## config.mk

```make
export PLATFORM = sky130hd
export DESIGN_NAME = sap_registrador_universal
export DESIGN_NICKNAME = d
export VERILOG_FILES = /design/src/rtl/sap_registrador_universal.sv
export SDC_FILE = /design/constraint.sdc
export NUM_CORES = 1
export LEC_CHECK = 0
export ABC_CLOCK_PERIOD_IN_PS = 2000
export CORE_MARGIN = 3
export CORE_UTILIZATION = 35
export DETAILED_ROUTE_END_ITERATION = 10
export PLACE_DENSITY = 0.59
export SLEW_MARGIN = 20
export SYNTH_ARGS = -nofsm -noshare
export SYNTH_HDL_FRONTEND = slang
export SYNTH_SLANG_ARGS = --single-unit
export TNS_END_PERCENT = 10
```

## constraint.sdc

```tcl
create_clock -name clock -period 2 [get_ports clock]
set_clock_uncertainty 0.15 [all_clocks]
set_input_delay 0.5 -clock clock [delete_from_list [all_inputs] [get_ports clock]]
set_output_delay 0.5 -clock clock [all_outputs]
set_load 0.005 [all_outputs]
```

## src/rtl/sap_registrador_universal.sv

```systemverilog
// sap_registrador_universal
//   Universal register for the SAP-1 datapath. Serves as accumulator,
//   B register or program/memory-address counter on the shared W bus.
//   Single-cycle ops: hold, load, shift left/right, increment, decrement,
//   rotate left and sync clear. Carry is registered, zero is combinational.
//
// Parameters
//   WIDTH        register width in bits (>= 2)
//   RESET_VALUE  value taken on asynchronous reset
//
// Ports
//   clock          rising-edge clock
//   clear_n        asynchronous active-low reset
//   enable_in      operation strobe; 0 holds regardless of op
//   op             operation select (see op_e)
//   D              parallel load data
//   serial_in      bit shifted in on SHL/SHR
//   enable_output  bus drive enable for Q_OUT
//   Q_OUT          bus output (gated by enable_output)
//   Q_ULA          ungated register contents to the ALU
//   carry          registered carry/borrow/shifted-out bit
//   zero           1 when register == 0 (combinational)
//
// Build option
//   REG_TRISTATE_EN  defined: Q_OUT floats ('z) when not enabled, for a real
//                    tristate bus. Undefined: Q_OUT drives zeros instead, for
//                    OR/mux-based bus builds.
module sap_registrador_universal #(
  parameter int               WIDTH       = 8,
  parameter logic [WIDTH-1:0] RESET_VALUE = '0
) (
  input  logic             clock,
  input  logic             clear_n,
  input  logic             enable_in,
  input  logic [2:0]       op,
  input  logic [WIDTH-1:0] D,
  input  logic             serial_in,
  input  logic             enable_output,
  output logic [WIDTH-1:0] Q_OUT,
  output logic [WIDTH-1:0] Q_ULA,
  output logic             carry,
  output logic             zero
);

  typedef enum logic [2:0] {
    OP_HOLD = 3'b000,
    OP_LOAD = 3'b001,
    OP_SHL  = 3'b010,
    OP_SHR  = 3'b011,
    OP_INC  = 3'b100,
    OP_DEC  = 3'b101,
    OP_ROL  = 3'b110,
    OP_CLR  = 3'b111
  } op_e;

  localparam logic [WIDTH-1:0] ONE = WIDTH'(1);

  logic [WIDTH-1:0] r;
  logic             c;
  logic [WIDTH:0]   inc_sum;

  // Extra MSB of the widened sum is the carry out of R+1 (set only when R was all-ones).
  assign inc_sum = {1'b0, r} + {1'b0, ONE};

  always_ff @(posedge clock or negedge clear_n) begin
    if (!clear_n) begin
      r <= RESET_VALUE;
      c <= 1'b0;
    end else if (enable_in) begin
      case (op_e'(op))
        OP_HOLD: ;
        OP_LOAD: begin r <= D;                         c <= 1'b0;        end
        OP_SHL:  begin r <= {r[WIDTH-2:0], serial_in}; c <= r[WIDTH-1];  end
        OP_SHR:  begin r <= {serial_in, r[WIDTH-1:1]}; c <= r[0];        end
        OP_INC:  begin r <= inc_sum[WIDTH-1:0];        c <= inc_sum[WIDTH]; end
        OP_DEC:  begin r <= r - ONE;                   c <= (r == '0);   end
        OP_ROL:  begin r <= {r[WIDTH-2:0], r[WIDTH-1]}; c <= r[WIDTH-1]; end
        OP_CLR:  begin r <= '0;                        c <= 1'b0;        end
        default: ;
      endcase
    end
  end

  assign Q_ULA = r;
  assign carry = c;
  assign zero  = (r == '0);

  // Bus output is purely combinational: no bypass from D, so a LOAD with the
  // bus enabled shows the old value until the edge.
`ifdef REG_TRISTATE_EN
  assign Q_OUT = enable_output ? r : {WIDTH{1'bz}};
`else
  assign Q_OUT = enable_output ? r : '0;
`endif

endmodule

```

==> results of run 1 <==
power by group:
group,switching [mW],leakage (nW),total (mW),internal (mW)
Clock,0.0762,0.0150,0.153,0.0772
Sequential,0.0344,0.110,0.249,0.215
Combinational,0.325,0.729,0.683,0.358
cell usage after synthesis (2+ instances only):
library cell,instances
a21boi_0,3
o31a_1,2
nor2b_1,5
nor4b_1,2
nand3b_1,3
dfrtp_1,9
nor2_1,10
nand3_1,3
ha_1,3
o31ai_1,3
xnor2_1,2
buf_2,10
a21oi_1,6
and2_1,10
mux2i_1,2
nor3_1,5
o221ai_1,3
nor4_1,3
a221oi_1,4
o21ai_0,10
nand2b_1,4
a211oi_1,3
nand2_1,9
clkbuf_1,4
inv_1,9
worst paths after layout:
path,startpoint,endpoint,cells after the start
min reg2reg,carry$_DFFE_PN0P_,carry$_DFFE_PN0P_,1
max,Q_ULA[5]$_DFFE_PN0P_,zero,5
min in group asynchronous,clear_n,Q_ULA[0]$_DFFE_PN0P_,1
max in group asynchronous,clear_n,Q_ULA[4]$_DFFE_PN0P_,1
min,carry$_DFFE_PN0P_,carry$_DFFE_PN0P_,1
max reg2reg,Q_ULA[1]$_DFFE_PN0P_,Q_ULA[4]$_DFFE_PN0P_,7
registers in the layout, indices dropped and copies added (netlist names):
name,flops
Q_ULA,8
carry,1
what timing repair did:
item	CTS	global route
setup buffers	6	1
pin swaps	2	3
gates resized for setup	34	11
setup endpoints to repair	21	5
hold endpoints to repair	0	0
final cells by class:
type / instances / area share
Timing Repair Buffer: 73 / 0.356
Multi-Input combinational cell: 116 / 0.462
Sequential cell: 9 / 0.121
Inverter: 9 / 0.0182
Clock buffer: 4 / 0.0142
Tap cell: 42 / 0.0283
routing by layer:
layer / up-vias / global-route usage / wire, um
met4: 0 / 0.0551 / 60
met5: - / 0 / 0
met1: 656 / 0.267 / 1740
li1: 680 / - / -
met3: 10 / 0.0216 / 305
met2: 72 / 0.348 / 1870
kinds of logic after synthesis:
logic type,Yosys count,share of synthesized area
compound gates,47,0.304
xor+xnor,2,0.0155
fa+ha+maj,3,0.0333
buf+inv,25,0.104
flops,9,0.200
mux,3,0.0277
simple gates,61,0.316
==> flow_metrics.tcl, run 1 <==
set metrics [dict create \
    cp.arrival_ps 1380 \
    ios 34 \
    yosysTopAreaCell "dfrtp_1" \
    vias 1418 \
    whs_ps 359 \
    first_pass_iters 5 \
    synth.avg_cell_area_um2 7.52 \
    hold_viol 0 \
    gr-total-overflow 0 \
    setup_ws_ps -25.5 \
    yosysSeqAreaShare 0.200 \
    crit_buf_inv 3 \
    initial_core_util 0.389 \
    ys_seq_elements 9 \
    maxCapViolations 0 \
    dieArea_um2 3940 \
    mostFrequentLayoutCells "buf_4, clkdlybuf4s50_1" \
    layout-drive-gt1-share 0.280 \
    drcViolationCount 0 \
    antenna_found_initial 0 \
    viasPerCell 5.60 \
    slew_headroom 0.650 \
    routed_wl_mm 3.98 \
    ys.flop_type "dfrtp_1" \
    cts_tree "done" \
    synth_nets 169 \
    fin_crit_sh 1.01 \
    die_h_um 62.8 \
    cp_slowest_cell "dfrtp_1" \
    dpl.cell_count 242 \
    drt_iter0_drc 74 \
    total_power_mw 1.09 \
    final_common_cell "buf_4" \
    async_reset_ff_frac 1.00 \
    routedWlPerCell_um 15.7 \
    crit_type "reg2out" \
    synth_edf_count 0 \
    multiInputGateArea_um2 857 \
    coreArea_um2 2900 \
    yosys_warnings 0 \
    setup_violations 1 \
    clockBufferDepth 2 \
    die_x_um 62.8 \
    tightestPinTransition_ps 524 \
    p_leak_nw 0.855 \
    seqCellArea_um2 225 \
    rsz0062_at_grt "true" \
    r2r_slack_ps 100 \
    ys_top_cells_by_area "dfrtp_1, and2_1, buf_2" \
    grt_pass1_wl_mm 6.44 \
    worstPathMaxFanout 2 \
    synth_top_area_share 0.200 \
    final_cell_area_um2 1850 \
    synth_cell_type_count 48 \
    crit_chain "nor4_4, buf_4, nand3_4, inv_2, buf_6" \
    post-route-util 0.639 \
    clk_latency_ps 270 \
    portBuffers 33 \
    fin_crit_ps 2030 \
    cp-start-kind "flop" \
    slowest_delay_ps 410 \
    clkTransAtPathRegs_ps 70 \
    dpl_cell_area_um2 1680 \
    powerDensity_nw_per_um2 586 \
    grt_pass1_vias 1314 \
    grt_max_degree 15 \
    num-nets-final 231 \
    ir_drop_uv 287 \
    maxSlewViolCount 0 \
    drtAntennaViolNets 0 \
    synthesis.area_um2 1130 \
    crit_family "flip-flops" \
    row_count 19 \
    place_congestion 0.857 \
    synthCells 150 \
    fillerInstances 269 \
    setup_tns_ps -25.5 \
    hpwl_mm 2.91 \
    worstPathRequired_ps 1350 \
    hold_class "reg2reg" \
    final_cells 253 \
    num_antenna_cells 0 \
    place_ws_ps -470 \
    gr-usage-all-layers 0.202 \
    root_buffer "clkbuf_4" \
    cts_buffers 3 \
    cts_max_level 1 \
    violations "setup timing" \
    cts_sinks 9 \
    area_growth_pct 64.3 \
    cp-end-kind "output port" \
    fmax_mhz 494 \
    status "complete, but fails checks" \
    cts_hold_repair.buffers 0 \
]
Note: power is estimated with default switching activity, not from simulation.
==> run 2, diff against run 1 <==
Settings changed: CTS_BUF_LIST set to sky130_fd_sc_hd__clkbuf_2, SLEW_MARGIN 20 to 30.
==> run 2 against run 1 <==
Net effect:
- the run still ends with setup timing left
- non-clock buffer count stayed put
- register-to-register slack worse by 80 ps
- final cell count unchanged
- total power down 2.9%
- critical path type unchanged
- critical endpoint unchanged
==> flow_metrics.tcl, run 2 (synthesis gave the netlist of run 1 again) <==
set metrics [dict create \
    fmax_mhz 493 \
    mostFrequentLayoutCells "buf_4, clkdlybuf4s50_1" \
    vias 1410 \
    cp-end-kind "output port" \
    grt_pass1_vias 1314 \
    row_count 19 \
    crit_type "reg2out" \
    hold_class "reg2reg" \
    portBuffers 33 \
    clk_latency_ps 260 \
    largest_reg_flops 8 \
    violations "setup timing" \
    gr-usage-all-layers 0.203 \
    antenna_found_initial 0 \
    multiInputGateArea_um2 848 \
    slew_headroom 0.655 \
    p_leak_nw 0.852 \
    clkTransAtPathRegs_ps 110 \
    cts_max_level 1 \
    viasPerCell 5.57 \
    whs_ps 369 \
    rsz0062_at_grt "true" \
    powerDensity_nw_per_um2 573 \
    drcViolationCount 0 \
    fin_crit_sh 1.01 \
    clockBufferDepth 2 \
    grt_max_degree 15 \
    drt_iter0_drc 56 \
    cp.arrival_ps 1380 \
    fin_crit_ps 2030 \
    initial_core_util 0.389 \
    place_congestion 0.857 \
    num_antenna_cells 0 \
    status "complete, but fails checks" \
    fillerInstances 272 \
    cts_tree "done" \
    routedWlPerCell_um 15.7 \
    cts_sinks 9 \
    dieArea_um2 3940 \
    dpl_cell_area_um2 1680 \
    first_pass_iters 4 \
    root_buffer "clkbuf_2" \
    layout-drive-gt1-share 0.284 \
    num-nets-final 231 \
    ios 34 \
    post-route-util 0.634 \
    die_h_um 62.8 \
    seqCellArea_um2 225 \
    final_cell_area_um2 1840 \
    gr-total-overflow 0 \
    tightestPinTransition_ps 516 \
    cp-start-kind "flop" \
    grt_pass1_wl_mm 6.45 \
    area_growth_pct 63.0 \
    setup_tns_ps -29.0 \
    coreArea_um2 2900 \
    ir_drop_uv 285 \
    cts_buffers 3 \
    worstPathRequired_ps 1350 \
    hold_viol 0 \
    drtAntennaViolNets 0 \
    setup_ws_ps -29.0 \
    routed_wl_mm 3.97 \
    setup_violations 1 \
    hpwl_mm 2.91 \
    maxSlewViolCount 0 \
    worstPathMaxFanout 2 \
    cts_hold_repair.buffers 0 \
    die_x_um 62.8 \
    maxCapViolations 0 \
    final_common_cell "buf_4" \
]
==> run 2: cell counts in the layout (fill, tap and decap cells not counted) <==
Identical to the previous run, type by type.
==> run 2: metal layers <==
metal / share of wire / track usage / vias up
met5: 0 / 0 / -
met4: 0.011 / 0.0551 / 0
met3: 0.087 / 0.0216 / 6
met2: 0.47 / 0.348 / 81
met1: 0.43 / 0.268 / 645
li1: - / - / 678
==> run 2: worst max-delay path, cell delays in order (launching register included) <==
cell and delay (ps):
dfrtp_1 430, nor4_4 290, buf_4 170, nand3_4 80, inv_2 60, buf_6 80
==> run 2: area by class of cell <==
| class | count | area share |
|---|---|---|
| clock buffer | 4 | 0.0109 |
| multi-input combinational | 116 | 0.461 |
| inverter | 9 | 0.0184 |
| timing repair buffer | 73 | 0.359 |
| tap | 42 | 0.0286 |
| sequential | 9 | 0.122 |
==> run 2: what timing repair did <==
item | CTS | global route
buffers inserted | 6 | 1
resized for setup | 34 | 10
endpoints found under the setup margin | 21 | 6
endpoints found under the hold margin | 0 | 0
pin swaps | 2 | 2
==> run 2: through the flow <==
stage	power, mW	worst slack, ps	instances
finish	1.05	-29.0	253
global route	1.11	-112	253
CTS	1.03	-44.3	252
detailed placement	0.844	-470	242
global placement	0.837	-391	242
floorplan	0.542	96.5	150
==> run 2: worst paths after layout <==
| kind | slack, ps | from | depth (start not counted) | end |
|---|---|---|---|---|
| worst max-delay path | -30 | Q_ULA[5]$_DFFE_PN0P_ | 5 | zero |
| worst min register to register | 370 | carry$_DFFE_PN0P_ | 1 | carry$_DFFE_PN0P_ |
| max in group asynchronous | 940 | clear_n | 1 | Q_ULA[4]$_DFFE_PN0P_ |
| worst min-delay path | 370 | carry$_DFFE_PN0P_ | 1 | carry$_DFFE_PN0P_ |
| min in group asynchronous | 410 | clear_n | 1 | Q_ULA[0]$_DFFE_PN0P_ |
| worst max register to register | 20 | Q_ULA[3]$_DFFE_PN0P_ | 8 | Q_ULA[4]$_DFFE_PN0P_ |
==> run 2: power breakdown <==
part | internal (mW) | switching [mW]
Sequential | 0.215 | 0.0345
Combinational | 0.354 | 0.321
Clock | 0.0531 | 0.0777
Total | 0.622 | 0.433
